## src/rtl/move_decode_if.sv

```systemverilog
// Bundles the PS/2 byte stream, the move enable and the decoded move/held
// outputs that pass between the keyboard front end and the player stage.
interface move_decode_if;
  logic [7:0] ps2_data;
  logic       ps2_valid;
  logic       en;
  logic [3:0] move;
  logic [3:0] held;

  modport master (
    output ps2_data,
    output ps2_valid,
    output en,
    input  move,
    input  held
  );

  modport slave (
    input  ps2_data,
    input  ps2_valid,
    input  en,
    output move,
    output held
  );
endinterface

```

## src/rtl/move_decode.sv

```systemverilog
// PS/2 scan-code to direction decoder with held-key tracking and auto-repeat.
// Bit order for move/held: bit0 up, bit1 down, bit2 left, bit3 right.
module move_decode #(
  parameter int unsigned REPEAT_DELAY  = 10_000_000,
  parameter int unsigned REPEAT_PERIOD = 2_500_000,
  parameter int unsigned CNT_W         = 24
) (
  input  logic          clk,
  input  logic          rstn,
  move_decode_if.slave  bus
);

  typedef enum logic [1:0] {
    IDLE    = 2'd0,
    EXT     = 2'd1,
    BRK     = 2'd2,
    EXT_BRK = 2'd3
  } state_t;

  localparam logic [7:0]       PFX_EXT   = 8'hE0;
  localparam logic [7:0]       PFX_BRK   = 8'hF0;
  localparam logic [CNT_W-1:0] DELAY_LD  = CNT_W'(REPEAT_DELAY);
  localparam logic [CNT_W-1:0] PERIOD_LD = CNT_W'(REPEAT_PERIOD);

  state_t           state;
  state_t           state_nxt;
  logic             code_vld;
  logic             code_ext;
  logic             code_brk;
  logic [3:0]       dir_oh;
  logic             new_press;
  logic [3:0]       held_nxt;
  logic [3:0]       held_reg;
  logic [3:0]       move_reg;
  logic [1:0]       rep_dir;
  logic [CNT_W-1:0] cnt;

  // Map a scan code to a one-hot direction; keypad and unknown codes map to 0.
  function automatic logic [3:0] dir_decode(input logic [7:0] code, input logic ext);
    logic [3:0] d;
    d = 4'b0000;
    if (!ext) begin
      case (code)
        8'h1D:   d = 4'b0001;
        8'h1B:   d = 4'b0010;
        8'h1C:   d = 4'b0100;
        8'h23:   d = 4'b1000;
        default: d = 4'b0000;
      endcase
    end else begin
      case (code)
        8'h75:   d = 4'b0001;
        8'h72:   d = 4'b0010;
        8'h6B:   d = 4'b0100;
        8'h74:   d = 4'b1000;
        default: d = 4'b0000;
      endcase
    end
    return d;
  endfunction

  function automatic logic [1:0] dir_index(input logic [3:0] oh);
    logic [1:0] idx;
    case (oh)
      4'b0010: idx = 2'd1;
      4'b0100: idx = 2'd2;
      4'b1000: idx = 2'd3;
      default: idx = 2'd0;
    endcase
    return idx;
  endfunction

  // Prefix tracking state register; reset drops any partial code.
  always_ff @(posedge clk or negedge rstn) begin
    if (!rstn) state <= IDLE;
    else       state <= state_nxt;
  end

  // Next-state and code classification: prefixes advance, anything else is a code.
  always_comb begin
    state_nxt = state;
    code_vld  = 1'b0;
    code_ext  = 1'b0;
    code_brk  = 1'b0;
    if (bus.ps2_valid) begin
      case (state)
        IDLE: begin
          if (bus.ps2_data == PFX_EXT)      state_nxt = EXT;
          else if (bus.ps2_data == PFX_BRK) state_nxt = BRK;
          else begin
            code_vld  = 1'b1;
            state_nxt = IDLE;
          end
        end
        EXT: begin
          if (bus.ps2_data == PFX_EXT)      state_nxt = EXT;
          else if (bus.ps2_data == PFX_BRK) state_nxt = EXT_BRK;
          else begin
            code_vld  = 1'b1;
            code_ext  = 1'b1;
            state_nxt = IDLE;
          end
        end
        BRK: begin
          if (bus.ps2_data == PFX_BRK) state_nxt = BRK;
          else begin
            code_vld  = 1'b1;
            code_brk  = 1'b1;
            state_nxt = IDLE;
          end
        end
        EXT_BRK: begin
          if (bus.ps2_data == PFX_BRK) state_nxt = EXT_BRK;
          else begin
            code_vld  = 1'b1;
            code_ext  = 1'b1;
            code_brk  = 1'b1;
            state_nxt = IDLE;
          end
        end
        default: state_nxt = IDLE;
      endcase
    end
  end

  // Only a make of a direction not already held counts as a press; typematic
  // makes fall through so the running repeat timer is left alone.
  assign dir_oh    = code_vld ? dir_decode(bus.ps2_data, code_ext) : 4'b0000;
  assign new_press = !code_brk && ((dir_oh & ~held_reg) != 4'b0000);
  assign held_nxt  = new_press ? (held_reg | dir_oh) :
                     code_brk  ? (held_reg & ~dir_oh) : held_reg;

  // Held/repeat registers and the registered move pulse; a new press wins over
  // a coinciding repeat expiry, and en only masks the pulse itself.
  always_ff @(posedge clk or negedge rstn) begin
    if (!rstn) begin
      held_reg <= 4'b0000;
      move_reg <= 4'b0000;
      rep_dir  <= 2'd0;
      cnt      <= '0;
    end else begin
      held_reg <= held_nxt;
      move_reg <= 4'b0000;
      if (new_press) begin
        rep_dir <= dir_index(dir_oh);
        cnt     <= DELAY_LD;
        if (bus.en) move_reg <= dir_oh;
      end else if (held_nxt[rep_dir]) begin
        if (cnt < CNT_W'(2)) begin
          cnt <= PERIOD_LD;
          if (bus.en) move_reg <= 4'b0001 << rep_dir;
        end else begin
          cnt <= cnt - CNT_W'(1);
        end
      end
    end
  end

  assign bus.move = move_reg;
  assign bus.held = held_reg;

endmodule

```

## src/flat_wrapper.sv

```systemverilog
// flat-port wrapper written by rule: the top's interface ports become plain ports
module move_decode_flat 
#(
  parameter int unsigned REPEAT_DELAY  = 10_000_000,
  parameter int unsigned REPEAT_PERIOD = 2_500_000,
  parameter int unsigned CNT_W         = 24
)
  (clk, rstn, bus_ps2_data, bus_ps2_valid, bus_en, bus_move, bus_held);
  move_decode_if bus_i ();
  input  logic clk;
  input  logic rstn;
  input wire logic [$bits(bus_i.ps2_data)-1:0] bus_ps2_data;
  input wire logic [$bits(bus_i.ps2_valid)-1:0] bus_ps2_valid;
  input wire logic [$bits(bus_i.en)-1:0] bus_en;
  output wire logic [$bits(bus_i.move)-1:0] bus_move;
  output wire logic [$bits(bus_i.held)-1:0] bus_held;
  assign bus_i.ps2_data = bus_ps2_data;
  assign bus_i.ps2_valid = bus_ps2_valid;
  assign bus_i.en = bus_en;
  assign bus_move = bus_i.move;
  assign bus_held = bus_i.held;
  move_decode #(.REPEAT_DELAY(REPEAT_DELAY), .REPEAT_PERIOD(REPEAT_PERIOD), .CNT_W(CNT_W)) u_core (.clk(clk), .rstn(rstn), .bus(bus_i));
endmodule
```

## config.mk

```make
export PLATFORM = sky130hd
export DESIGN_NAME = move_decode_flat
export DESIGN_NICKNAME = d
export VERILOG_FILES = /design/src/rtl/move_decode_if.sv /design/src/rtl/move_decode.sv /design/src/flat_wrapper.sv
export SDC_FILE = /design/constraint.sdc
export NUM_CORES = 1
export LEC_CHECK = 0
export ABC_AREA = 1
export CORE_MARGIN = 2
export CORE_UTILIZATION = 33
export DETAILED_ROUTE_END_ITERATION = 7
export DONT_BUFFER_PORTS = 1
export PLACE_DENSITY = 0.49
export SLEW_MARGIN = 25
export SYNTH_ARGS = -nofsm -noshare
export SYNTH_HDL_FRONTEND = slang
export SYNTH_SLANG_ARGS = --single-unit
```

## constraint.sdc

```tcl
create_clock -name clk -period 2.8 [get_ports clk]
set_input_delay 0.42 -clock clk [delete_from_list [all_inputs] [get_ports clk]]
set_output_delay 0.42 -clock clk [all_outputs]
set_load 0.005 [all_outputs]
```

==> impl_metrics.py <==
metrics = {
    "outcome": {
        "result_of_the_run": "finished, final reports clean",
    },
    "run": {
        "maxCapViolations": 0,
    },
    "finish": {
        "max_ffs_per_register": 24,
        "multi_input_area_um2": 1745,
        "final_non_filler_cell_total": 565,
        "final_nets": 469,
        "final_core_utilization_pct": 36.62,
        "area.sequential_um2": 900.9,
        "flow.area_growth_from_synthesis_pct": 8.408,
        "n_antenna_cell": 0,
        "filler_cell_count": 973,
        "drive_above_1_share_pct": 11.16,
    },
    "worst_setup_path": {
        "critPathCaptureType": "register",
        "critical_path.startpoint_type": "register",
        "crit_arrival_ns": 2.42,
        "timing.setup.critical_path_class": "register to register",
        "minimum_setup_slack_among_reg_to_reg_paths_ns": 0.57,
        "reg2reg_depth": 11,
        "timing.rr.start": "u_core.cnt[0]",
        "highest_net_fanout_along_the_worst_path": 5,
        "worst_r2r_end": "u_core.cnt[20]",
        "cp_data_required_time_ns": 2.99,
    },
    "timing": {
        "clock_skew_ns": 0.003617,
        "final-max-slew-violation-count": 0,
        "setup_tns_ns": 0,
        "final-hold-violation-count": 0,
        "grt_setup_unrepaired": "no",
        "timing.slew.headroom_pct": 69.68,
        "finish_stage_setup_viols": 0,
        "period_needed_ns": 2.225,
        "worst_slew_pin_slew_ns": 0.4485,
        "maxClockFrequency_ghz": 0.4494,
        "worst_slack_ns": 0.5749,
        "post-route-period-util_pct": 79.47,
    },
    "power_and_ir_drop": {
        "finalPower_uw": 2170,
        "p_leak_uw": 0.001666,
        "powerDensity_nw_per_um2": 682.9,
        "vdd_drop_max_v": 0.0002938,
    },
    "clock_network": {
        "tritoncts.num_buffers": 5,
        "cts_post_setup_buffers_inserted": 0,
        "post_cts_resize_count": 0,
        "cts_clock_pin_slew_for_the_worst_setup_and_hold_paths_ns": 0.08,
        "cts_max_path_buffers": 2,
        "htree_num_levels": 2,
        "tritoncts": "built",
        "holdBufCountCts": 2,
        "worstSkewPairLatency_ns": 0.29,
        "numClockSinks": 36,
        "clk_root_buffer_cell": "sky130_fd_sc_hd__clkbuf_8",
    },
    "grt": {
        "grt_first_pass_wirelength_um": 13650,
        "vias_in_the_first_global_route": 2796,
        "antenna_found_initial": 0,
        "globalRouteTotalUtil_pct": 17.28,
        "grt_start_max_net_pins": 37,
        "globalRoute.totalOverflow": 0,
    },
    "die": {
        "rows": 34,
        "floorplan.die.width_um": 98.25,
        "floorplan.core_area_um2": 8678,
        "die_area_um2": 9653,
        "die_h_um": 98.25,
        "ios": 20,
        "initial_utilization_pct": 33.78,
    },
    "synth": {
        "count_of_unique_library_cells_instantiated_by_yosys": 36,
        "synth-seq-area-share_pct": 30.73,
        "yosys_warnings": 0,
        "ys_seq_elements": 36,
        "mappedNetlistArea_um2": 2932,
        "synthTopCellsByArea": "sky130_fd_sc_hd__dfrtp_1 (31%), sky130_fd_sc_hd__nand2_1 (16%), sky130_fd_sc_hd__nand3_1 (13%), sky130_fd_sc_hd__nor2_1 (6.7%), sky130_fd_sc_hd__inv_1 (6.5%)",
        "post-synth-top-area-cell": "sky130_fd_sc_hd__dfrtp_1",
        "post-synth-top-area-fraction_pct": 30.73,
        "synth_nets": 465,
        "synthCells": 452,
        "syn_avg_cell_area_um2": 6.486,
    },
    "route": {
        "drt-initial-drc-count": 108,
        "drt-pass1-iter-count": 4,
        "via_count": 2820,
        "drt_wl_total_um": 7804,
        "antenna_violating_nets_remaining": 0,
        "drt_drc_violations_left": 0,
        "routedWlPerCell_um": 13.81,
        "post_drt_via_cell_ratio": 4.991,
    },
    "worst_hold_path": {
        "worstHoldPathType": "input pin to register",
        "worst_hold_path.endpoint": "u_core.bus.move[1]",
        "launch_instance_of_the_worst_min_delay_path": "bus_en",
        "hold-path-cell-count": 4,
    },
    "place": {
        "pre_cts_ws_ns": 0.4922,
        "buffer_ports.inserted": 0,
        "post-place-cells": 555,
        "gp_routability_congestion": 0.8622,
        "detailedPlacementHpwl_um": 5775,
    },
}
## placed cells by master, fill, tap and decap left out, types with 5 or more instances in the layout
master	count
sky130_fd_sc_hd__buf_4	7
sky130_fd_sc_hd__clkbuf_8	5
sky130_fd_sc_hd__nand2_2	8
sky130_fd_sc_hd__nand4_1	20
sky130_fd_sc_hd__dfrtp_1	36
sky130_fd_sc_hd__inv_1	51
sky130_fd_sc_hd__nor2_2	6
sky130_fd_sc_hd__nor2_1	52
sky130_fd_sc_hd__nand2_1	127
sky130_fd_sc_hd__nand3b_1	6
sky130_fd_sc_hd__o21ai_0	8
sky130_fd_sc_hd__xor2_1	5
sky130_fd_sc_hd__a21oi_1	5
sky130_fd_sc_hd__nand3_1	76
## worst max path at each step
stage | cells past startpoint | startpoint | endpoint
after global routing | 11 | u_core.cnt[0] | u_core.cnt[20]
after global placement | 15 | bus_ps2_data[7] | u_core.bus.move[2]
after floorplan | 15 | bus_ps2_data[3] | u_core.cnt[13]
after detailed placement | 15 | bus_ps2_data[6] | u_core.bus.move[2]
after CTS | 11 | u_core.cnt[0] | u_core.cnt[20]
final | 11 | u_core.cnt[0] | u_core.cnt[20]
## Yosys cell counts (all sizes together)
cell type and n:
nor4b 1, inv 54, or2 4, ha 1
and2 1, nand4 20, o22ai 1, a31oi 1
nor2 63, buf 11, nor3 5, xor2 5
xnor2 1, nor4 2, o31ai 1, nand3b 6
clkbuf 1, a21oi 6, o21ai 13, nand2 139
dfrtp 36, and3 2, nand3 78
## report_power, final
part	leakage [µW]	internal [µW]	total [µW]	switching (µW)
Sequential	0.000442	649	833	184
Clock	0.0000541	264	475	211
Combinational	0.00117	335	862	528
## routing by layer
metal	global-route usage, %	share of wire [%]	vias to the layer above	routed length, µm
met2	29.87	48	34	3773
met3	2.863	2.8	8	217
met1	22.34	48	1307	3719
met4	4.847	1.2	0	93
li1	-	-	1471	-
met5	0	0	-	0
## critical path: stages (launching register included)
cell and delay, ns:
sky130_fd_sc_hd__dfrtp_1 0.44, sky130_fd_sc_hd__inv_1 0.10, sky130_fd_sc_hd__ha_1 0.21, sky130_fd_sc_hd__nand3_1 0.16
sky130_fd_sc_hd__nor2_1 0.28, sky130_fd_sc_hd__nand2_1 0.12, sky130_fd_sc_hd__nor4b_1 0.42, sky130_fd_sc_hd__a21oi_1 0.11
sky130_fd_sc_hd__o21ai_0 0.11, sky130_fd_sc_hd__nand2_1 0.08, sky130_fd_sc_hd__nand2_1 0.07, sky130_fd_sc_hd__nand2_1 0.04
## through the flow
step	hold slack, ns	area (µm²)
after floorplan	0.1244	2932
after global placement	0.1262	3037
after detailed placement	0.1269	3037
after CTS	0.3661	3178
after global routing	0.4081	3178
final	0.3813	3178
## final cells by class
| cell class | instances | area share (%) |
|---|---|---|
| clock inverter | 3 | 1.339 |
| inverter | 54 | 6.378 |
| clock buffer | 5 | 2.165 |
| sequential | 36 | 28.35 |
| tap | 108 | 4.252 |
| multi-input combinational | 350 | 54.92 |
| timing repair buffer | 9 | 2.598 |
## logic make-up after synthesis
group / count (synthesis) / synth area share, %
compound gates: 22 / 4.439
simple gates: 321 / 52.88
xor+xnor: 6 / 1.793
fa+ha+maj: 1 / 0.4267
flops: 36 / 30.73
buf+inv: 66 / 9.731
(Power assumes the default switching activity.)
